`src/rtl/i2c_eeprom_target.sv`:
```
// rtl/i2c_eeprom_target.sv - I2C target emulating a 256-byte 24Cxx EEPROM (page write, random/sequential read).
// Optional write protect input enabled by defining I2C_EEPROM_TARGET_WP_EN.
`timescale 1ns/1ps
module i2c_eeprom_target #(
    parameter logic [6:0] DEV_ADDR    = 7'b1010001,
    parameter int         PAGE_SIZE   = 16,
    parameter int         MEM_DEPTH   = 256,
    parameter int         SYNC_STAGES = 2
) (
    input  logic       clk1,
    input  logic       reset,
`ifdef I2C_EEPROM_TARGET_WP_EN
    input  logic       wp,
`endif
    input  logic       scl_in,
    input  logic       sda_in,
    output logic       sda_oe,
    output logic       busy,
    output logic       wr_strobe,
    output logic [7:0] wr_addr,
    output logic [7:0] wr_data
);

    typedef enum logic [3:0] {
        S_IDLE, S_DEV_ADDR, S_DEV_ACK, S_WORD_ADDR, S_WORD_ACK,
        S_WR_DATA, S_WR_ACK, S_RD_DATA, S_RD_ACK, S_IGNORE
    } state_t;

    localparam logic [7:0] PAGE_MASK = 8'(PAGE_SIZE - 1);

    logic [SYNC_STAGES-1:0] scl_sync_q, sda_sync_q;
    logic                   scl_hist_q, sda_hist_q;
    logic                   scl_s, sda_s;
    logic                   scl_rise, scl_fall, start_det, stop_det;
    logic                   wp_s;

    state_t      state_q, state_d;
    logic [3:0]  bit_cnt_q, bit_cnt_d;
    logic [7:0]  shift_q, shift_d;
    logic [7:0]  ptr_q, ptr_d;
    logic        rw_q, rw_d;
    logic        sda_oe_q, sda_oe_d;
    logic        busy_q, busy_d;
    logic        wr_strobe_q, wr_strobe_d;
    logic [7:0]  wr_addr_q, wr_addr_d;
    logic [7:0]  wr_data_q, wr_data_d;
    logic        mem_we;
    logic [7:0]  mem_rdata_q;
    logic [7:0]  mem_q [MEM_DEPTH];
    logic [7:0]  rx_byte, page_next;

    always_ff @(posedge clk1) begin
        if (reset) begin
            scl_sync_q <= '1;
            sda_sync_q <= '1;
            scl_hist_q <= 1'b1;
            sda_hist_q <= 1'b1;
        end else begin
            scl_sync_q <= {scl_sync_q[SYNC_STAGES-2:0], scl_in};
            sda_sync_q <= {sda_sync_q[SYNC_STAGES-2:0], sda_in};
            scl_hist_q <= scl_sync_q[SYNC_STAGES-1];
            sda_hist_q <= sda_sync_q[SYNC_STAGES-1];
        end
    end

`ifdef I2C_EEPROM_TARGET_WP_EN
    logic [1:0] wp_sync_q;
    always_ff @(posedge clk1) begin
        if (reset) wp_sync_q <= 2'b00;
        else       wp_sync_q <= {wp_sync_q[0], wp};
    end
    assign wp_s = wp_sync_q[1];
`else
    assign wp_s = 1'b0;
`endif

    assign scl_s     = scl_sync_q[SYNC_STAGES-1];
    assign sda_s     = sda_sync_q[SYNC_STAGES-1];
    assign scl_rise  = ~scl_hist_q & scl_s;
    assign scl_fall  = scl_hist_q & ~scl_s;
    assign start_det = scl_hist_q & scl_s & sda_hist_q & ~sda_s;
    assign stop_det  = scl_hist_q & scl_s & ~sda_hist_q & sda_s;
    assign rx_byte   = {shift_q[6:0], sda_s};
    // Writes stay inside the current page; reads use the full 8-bit increment.
    assign page_next = (ptr_q & ~PAGE_MASK) | ((ptr_q + 8'd1) & PAGE_MASK);

    always_ff @(posedge clk1) begin
        if (reset) begin
            state_q     <= S_IDLE;
            bit_cnt_q   <= 4'd0;
            shift_q     <= 8'd0;
            ptr_q       <= 8'd0;
            rw_q        <= 1'b0;
            sda_oe_q    <= 1'b0;
            busy_q      <= 1'b0;
            wr_strobe_q <= 1'b0;
            wr_addr_q   <= 8'd0;
            wr_data_q   <= 8'd0;
        end else begin
            state_q     <= state_d;
            bit_cnt_q   <= bit_cnt_d;
            shift_q     <= shift_d;
            ptr_q       <= ptr_d;
            rw_q        <= rw_d;
            sda_oe_q    <= sda_oe_d;
            busy_q      <= busy_d;
            wr_strobe_q <= wr_strobe_d;
            wr_addr_q   <= wr_addr_d;
            wr_data_q   <= wr_data_d;
        end
    end

    // Single-port array: the pointer location is read every cycle that is not a write.
    always_ff @(posedge clk1) begin
        if (mem_we) mem_q[ptr_q] <= rx_byte;
        else        mem_rdata_q  <= mem_q[ptr_q];
    end

    always_comb begin
        state_d     = state_q;
        bit_cnt_d   = bit_cnt_q;
        shift_d     = shift_q;
        ptr_d       = ptr_q;
        rw_d        = rw_q;
        sda_oe_d    = sda_oe_q;
        busy_d      = busy_q;
        wr_strobe_d = 1'b0;
        wr_addr_d   = wr_addr_q;
        wr_data_d   = wr_data_q;
        mem_we      = 1'b0;
        if (start_det) begin
            state_d   = S_DEV_ADDR;
            bit_cnt_d = 4'd0;
            busy_d    = 1'b1;
            sda_oe_d  = 1'b0;
        end else if (stop_det) begin
            state_d  = S_IDLE;
            busy_d   = 1'b0;
            sda_oe_d = 1'b0;
        end else begin
            case (state_q)
                S_DEV_ADDR, S_WORD_ADDR, S_WR_DATA: begin
                    if (scl_rise) begin
                        shift_d   = rx_byte;
                        bit_cnt_d = bit_cnt_q + 4'd1;
                        if (bit_cnt_q == 4'd7) begin
                            bit_cnt_d = 4'd0;
                            if (state_q == S_DEV_ADDR) begin
                                if (rx_byte[7:1] == DEV_ADDR) begin
                                    rw_d    = rx_byte[0];
                                    state_d = S_DEV_ACK;
                                end else begin
                                    state_d = S_IGNORE;
                                end
                            end else if (state_q == S_WORD_ADDR) begin
                                ptr_d   = rx_byte;
                                state_d = S_WORD_ACK;
                            end else if (wp_s) begin
                                state_d = S_IGNORE;
                            end else begin
                                mem_we      = ~reset;
                                wr_strobe_d = 1'b1;
                                wr_addr_d   = ptr_q;
                                wr_data_d   = rx_byte;
                                ptr_d       = page_next;
                                state_d     = S_WR_ACK;
                            end
                        end
                    end
                end
                S_DEV_ACK, S_WORD_ACK, S_WR_ACK: begin
                    // bit_cnt_q marks whether the ACK low is already being driven.
                    if (scl_fall) begin
                        if (bit_cnt_q == 4'd0) begin
                            sda_oe_d  = 1'b1;
                            bit_cnt_d = 4'd1;
                        end else begin
                            sda_oe_d  = 1'b0;
                            bit_cnt_d = 4'd0;
                            if (state_q == S_DEV_ACK && rw_q) begin
                                state_d   = S_RD_DATA;
                                shift_d   = {mem_rdata_q[6:0], 1'b0};
                                sda_oe_d  = ~mem_rdata_q[7];
                                bit_cnt_d = 4'd1;
                            end else if (state_q == S_DEV_ACK) begin
                                state_d = S_WORD_ADDR;
                            end else begin
                                state_d = S_WR_DATA;
                            end
                        end
                    end
                end
                S_RD_DATA: begin
                    if (scl_fall) begin
                        if (bit_cnt_q == 4'd8) begin
                            sda_oe_d  = 1'b0;
                            bit_cnt_d = 4'd0;
                            state_d   = S_RD_ACK;
                        end else begin
                            sda_oe_d  = ~shift_q[7];
                            shift_d   = {shift_q[6:0], 1'b0};
                            bit_cnt_d = bit_cnt_q + 4'd1;
                        end
                    end
                end
                S_RD_ACK: begin
                    if (scl_rise && bit_cnt_q == 4'd0) begin
                        if (!sda_s) begin
                            ptr_d     = ptr_q + 8'd1;
                            bit_cnt_d = 4'd1;
                        end else begin
                            state_d = S_IGNORE;
                        end
                    end else if (scl_fall && bit_cnt_q == 4'd1) begin
                        state_d   = S_RD_DATA;
                        shift_d   = {mem_rdata_q[6:0], 1'b0};
                        sda_oe_d  = ~mem_rdata_q[7];
                        bit_cnt_d = 4'd1;
                    end
                end
                S_IDLE, S_IGNORE: sda_oe_d = 1'b0;
                default:          state_d = S_IDLE;
            endcase
        end
    end

    always_comb begin
        sda_oe    = sda_oe_q;
        busy      = busy_q;
        wr_strobe = wr_strobe_q;
        wr_addr   = wr_addr_q;
        wr_data   = wr_data_q;
    end

endmodule

```
`config.mk`:
```
export PLATFORM = sky130hd
export DESIGN_NAME = i2c_eeprom_target
export DESIGN_NICKNAME = d
export VERILOG_FILES = /design/src/rtl/i2c_eeprom_target.sv
export SDC_FILE = /design/constraint.sdc
export NUM_CORES = 2
export LEC_CHECK = 0
export CAP_MARGIN = 20
export CORE_UTILIZATION = 30
export DETAILED_ROUTE_END_ITERATION = 8
export PLACE_DENSITY = 0.56
export SYNTH_ARGS = -nofsm -noshare
export SYNTH_HDL_FRONTEND = slang
export SYNTH_SLANG_ARGS = --single-unit
```
`constraint.sdc`:
```
create_clock -name clk1 -period 6.4 [get_ports clk1]
set_clock_uncertainty 0.2 [all_clocks]
set_input_delay 0.96 -clock clk1 [delete_from_list [all_inputs] [get_ports clk1]]
set_output_delay 0.96 -clock clk1 [all_outputs]
set_load 0.02 [all_outputs]
```
-- Word-level counts from Yosys, hierarchy flattened
Memory sizes are Yosys's and may differ from the RTL's. A register that Yosys moved wholly into a read port is not among the register bits.
Cells that the tools add are included.
- register bits after elaboration: 50
- memory bits (writable): 2048
- bits of input ports: 4
- output and inout port bits: 19
- logic and storage cells: 167
- memories: 1
- add/sub/neg operators: 2
- eq/ne operators: 38
- mux-type cells: 64
- bitwise gates (word level): 23
- reductions and logical operators: 24
- memories (memory ; depth ; width ; rd ports ; clocked after memory_dff ; write ports ; line ; RTL):
    mem_q ; 256 ; 8 ; 1 ; 1 ; 1 ; 49 ; logic [7:0] mem_q [MEM_DEPTH];
- operators with widths (cell ; count):
    two-way mux 8 bit ; 14
    two-way mux 4 bit ; 19
    one-hot mux 8 bit (4 select lines) ; 1
    != test 2 bit, second input constant ; 13
    != test 4 bit, second input constant ; 6
    two-way mux 1 bit ; 23
    AND reduction 7 bit ; 3
    == test 4 x 3 -> 1 bit, second input constant ; 5
    one-hot mux 4 bit (5 select lines) ; 1
    AND reduction 9 bit ; 2
    one-hot mux 4 bit (4 select lines) ; 1
    one-hot mux 8 bit (2 select lines) ; 1
    inverter 1 bit ; 15
    == test 4 bit, second input constant ; 3
    != test 3 bit, second input constant ; 4
    AND reduction 11 bit ; 1
    != test 5 bit, second input constant ; 2
    OR reduction 3 bit ; 3
    adder 8 x 1 -> 8 bit, second input constant ; 1
    == test 4 x 1 -> 1 bit, second input constant ; 2
    == test 4 x 2 -> 1 bit, second input constant ; 2
    zero test 4 bit ; 2
    OR 8 x 4 -> 8 bit ; 1
    AND reduction 8 bit ; 1
    13 further kinds ; 25

-- Depth between registers and ports, before layout
- depth in word-level cells: 10
- depth in mapped cells: 10

-- Worst setup path before layout
OpenSTA, ideal clock, no wires.
- path type: register to register
- start: reg sda_sync_q[1]
- end: reg ptr_q[5]
- arrival time: 4.927 ns
- required time: 6.110 ns
- path slack: 1.183 ns
- cell stages (with the launch flop): 9
- buffers on the path: 2
- period minus slack after synthesis: 5.217 ns
- cell sequence: dfxtp_1 clkbuf_1 xnor2_1 nor2_1 and4b_1 clkbuf_1 a31oi_1 o22ai_1 a211oi_1
- cells in the longest elaborated chain, start to end: 4
- elaborated cells on any way between the ends: 7
- ends and longest elaborated chain (element ; line ; RTL):
    from (decl) ; 31 ; logic [SYNC_STAGES-1:0] scl_sync_q, sda_sync_q;
    from (signal assigned) ; 60 ; sda_sync_q <= {sda_sync_q[SYNC_STAGES-2:0], sda_in};
    inverter 1 bit ; 81 ; assign start_det = scl_hist_q & scl_s & sda_hist_q & ~sda_s;
    AND 1 bit ; 81 ;
    inverter 1 bit (no line) ; - ;
    AND reduction 8 bit (no line) (*) ; - ;
    to (signal assigned) ; 103 ; ptr_q <= ptr_d;
    to (decl) ; 40 ; logic [7:0] ptr_q, ptr_d;
Every way passes the cells marked *; elsewhere a longest branch is shown, timed or not.
A chain may end at the register's enable or synchronous reset.

-- Worst setup path after layout
- start: reg state_q[0]
- end: mem mem_q[18][0] (enable)
- cells in the longest elaborated chain, start to end: 10
- elaborated cells on any way between the ends: 13
- ends and longest elaborated chain (element ; line ; RTL):
    from (decl) ; 37 ; state_t state_q, state_d;
    from (signal assigned) ; 100 ; state_q <= state_d;
    == test 4 x 2 -> 1 bit ; 141, 155 ;
    two-way mux 1 bit ; 155 ; end else if (state_q == S_WORD_ADDR) begin
    two-way mux 1 bit ; 148 ; if (state_q == S_DEV_ADDR) begin
    two-way mux 1 bit ; 146 ; if (bit_cnt_q == 4'd7) begin
    two-way mux 1 bit ; 143 ; if (scl_rise) begin
    two-way mux 1 bit (*) ; 141 ; case (state_q)
    two-way mux 1 bit (*) ; 136 ; end else if (stop_det) begin
    two-way mux 1 bit (*) ; 131 ; if (start_det) begin
    two-way mux 1 bit (*) ; 115 ; if (mem_we) mem_q[ptr_q] <= rx_byte;
    two-way mux 1 bit (not written as such) (*) ; 115 ;
    to (decl) ; 49 ;
Marked as above.

==> metrics.md <==
| Metric | Value |
|---|---|
| Initial antenna violation count | `2` |
| Seq/Total Area, Yosys | `77.2%` |
| Startpoint Class | `flop` |
| Wire per inst | `26.4 µm` |
| Seq. cell area | `62,800 µm²` |
| CTS tree | `yes` |
| R2r setup slk | `1.42 ns` |
| Fin. Hold Viols | `0` |
| Iter 0 DRT Violations | `4,183` |
| Reg2reg start | `state_q[0]` |
| Synth Warn # | `0` |
| EDFF count, synth | `2,056` |
| Asr flop ratio synth | `0%` |
| Via density | `5.10` |
| CTS buffer count | `211` |
| DRC Markers | `0` |
| Worst Hold Endpoint | `scl_sync_q[1]` |
| Pre-antenna DRT Iters | `5` |
| First-pass GRT wire length | `295 mm` |
| CTS Root Cell | `clkbuf_16` |
| IO Count | `23` |
| Worst path slowest cell | `nor3_1` |
| Fmax | `201 MHz` |
| H-tree Lvls | `4` |
| CP Capture Type | `flop` |
| Crit path top cell by count | `nor2_1` |
| Outcome | `finished, final reports clean` |
| GR Overflow Total | `0` |
| Core area | `269,000 µm²` |
| Syn_area_per_cell | `20.9 µm²` |
| Period Utilization, post-route | `77.8%` |
| WL final | `204 mm` |
| FF+latch count, synth | `2,106` |
| Row count | `190` |
| Syn Std Cell Area | `81,300 µm²` |
| Cell Pwr Density | `323 nW/µm²` |
| Tmin final | `4.98 ns` |
| CTS hold repair buffers | `0` |
| Most common library cell in the layout ignoring fill and taps | `edfxtp_1` |
| Leak | `27.5 nW` |
| Worst EP arrival | `5.23 ns` |
| Total power | `0.0300 W` |
| Share of cells above drive strength 1 | `23.5%` |
| Nets | `3,985` |
| Maximum vdd drop | `0.000236 V` |
| HP Class | `reg -> reg` |
| Slew headroom | `27.0%` |
| Die Height | `522 µm` |
| Max stage delay on crit path | `0.96 ns` |
| Critical Path RT | `6.65 ns` |
| Setup Viol. Count Final | `0` |
| Most frequent cells in the layout | `2,056 x edfxtp_1, 512 x mux4_2, 286 x nor2_1` |
| CP delay by family, top | `simple AND/OR/NAND/NOR gates` |
| Die W | `522 µm` |
| Syn-to-layout area delta | `14.2%` |
| Worst Path Buf+Inv | `0` |
| Vias post-DR | `39,288` |
| Vias in the first global route | `40,174` |
| Clock Tree Buf Depth | `3` |
| # Post-CTS Setup Buffers | `0` |
| Multi-input gate area | `17,400 µm²` |
| Capture point of the worst reg-to-reg path | `mem_q[18][0]` |
| Area of the die | `273,000 µm²` |
| I/O Buffers | `22` |
| Reg clk slew, reported paths | `0.06 ns` |
| CP max FO | `22` |
| Largest net degree at the start of global routing | `160` |
| Worst Hold Depth | `1` |
| Mapped Nets | `3,908` |
| Slew Limit Fails | `0` |
| Hold Path Origin | `scl_sync_q[0]` |
| Syn Inst Count | `3,897` |
| Filler cells | `24,865` |
| Synth unique cells | `64` |
| RSZ-0062 raised after global routing | `no` |
| Total track usage | `14.8%` |
| Crit-path cells | `nand2b_1, nor2_1, nand3_1, nor3_1, nand2_2, nor2_1` |
| Commonest register cell after synthesis | `edfxtp_1` |
| Placer Congestion | `0.819` |
| Worst slew pin tran | `1.09 ns` |
| CTS Sinks | `2,106` |
| Initial Util | `30.2%` |
| Max cap viols | `0` |
| Cts repair resizes | `0` |
| WS Path Type | `reg -> reg` |
| Detailed Place HPWL | `119 mm` |
| Number of routed nets with antenna violations | `0` |
| Register-to-Register Path Depth | `6` |
| Worst skew pair latency | `0.87 ns` |
| Post-route setup TNS | `0 ns` |
power breakdown:
group          leakage (nW)  switching (W)  total [W]  internal (W)
Sequential             19.3       0.000222     0.0156        0.0154
Clock                  3.41        0.00532     0.0125       0.00714
Combinational          4.76        0.00112    0.00188      0.000756
cell families (layout without fill, tap and decap cells):
logic type               Yosys count  count (layout)  synth area share, %
AO/OA/AOI/OAI                    485             485                 3.95
XOR/XNOR                           4               4               0.0431
buffers and inverters            259             516                 1.44
other                              0               3                    0
adder cells (fa/ha/maj)            7               7                0.108
flip-flops                      2106            2106                 77.2
AND/OR/NAND/NOR                  505             505                 2.81
multiplexers                     531             531                 14.4
synthesized netlist by cell type, drive strengths merged (2+ instances only):
cell / number / share of area (%)
a211oi: 6 / 0.055
o22ai: 19 / 0.15
a31oi: 4 / 0.031
nor4b: 3 / 0.040
o32ai: 2 / 0.022
a2bb2oi: 2 / 0.022
ha: 7 / 0.11
a22oi: 259 / 2.4
nand4: 3 / 0.023
clkbuf: 149 / 0.69
xnor2: 3 / 0.032
nand3: 21 / 0.13
or2: 18 / 0.14
o21ai: 13 / 0.080
nor3b: 4 / 0.037
mux2: 7 / 0.097
nand4b: 3 / 0.032
o311a: 2 / 0.025
o211ai: 2 / 0.018
and2: 8 / 0.062
nand3b: 3 / 0.028
nand2: 72 / 0.33
nand2b: 8 / 0.062
and3: 7 / 0.054
or3: 3 / 0.023
dfxtp: 50 / 1.2
a21oi: 159 / 0.98
buf: 100 / 0.71
a221oi: 2 / 0.022
or3b: 2 / 0.022
inv: 10 / 0.046
nor3: 7 / 0.043
o31ai: 2 / 0.018
mux4: 512 / 14
nor2b: 14 / 0.11
o21bai: 2 / 0.018
nor4: 37 / 0.29
edfxtp: 2056 / 76
nor2: 287 / 1.3
mux2i: 12 / 0.15
routing by layer:
layer | global-route usage, % | up-vias | part of all wire (%)
met2 | 23.9 | 1483 | 48
met3 | 2.77 | 261 | 6.9
li1 | - | 16488 | -
met4 | 4.20 | 0 | 2.3
met1 | 20.4 | 21056 | 42
met5 | 0 | - | 0
sequential cells by signal, indices dropped and copies added (netlist names):
| name | cells |
|---|---|
| sda_hist_q | 1 |
| bit_cnt_q | 4 |
| mem_q | 2048 |
| shift_q | 8 |
| state_q | 4 |
| sda_sync_q | 2 |
| busy | 1 |
| wr_data | 8 |
| wr_strobe | 1 |
| mem_rdata_q | 8 |
| ptr_q | 8 |
| sda_oe | 1 |
| wr_addr | 8 |
| rw_q | 1 |
| scl_hist_q | 1 |
| scl_sync_q | 2 |
layout make-up:
cell class / instances / area share (%)
inverter: 10 / 0.0404
multi-input combinational: 1532 / 18.8
tap: 3552 / 4.79
antenna: 3 / 0.00809
timing repair buffer: 113 / 1.21
clock inverter: 145 / 1.66
sequential: 2106 / 67.6
clock buffer: 248 / 5.88
worst max-delay path by stage:
stage / start / endpoint / depth (start not counted)
CTS: ptr_q[0] / mem_rdata_q[2] / 8
global placement: ptr_q[0] / mem_rdata_q[2] / 8
floorplan: sda_sync_q[1] / ptr_q[5] / 8
detailed placement: ptr_q[0] / mem_rdata_q[2] / 8
global route: state_q[0] / mem_q[18][0] / 6
finish: state_q[0] / mem_q[18][0] / 6
per-stage QoR:
stage,utilization [%],area (µm²),hold slack [ns],cells,setup slack [ns]
6_report,34.5,92800,0.210,7709,1.42
5_1_grt,34.5,92800,0.230,7707,1.16
4_1_cts,34.5,92800,0.215,7703,1.18
3_5_place_dp,31.9,85800,0.201,7310,1.23
3_3_place_gp,31.9,85700,0.196,7307,1.22
2_1_floorplan,-,81300,0.189,3897,1.18
No activity file was read; power rests on OpenSTA's default activity.
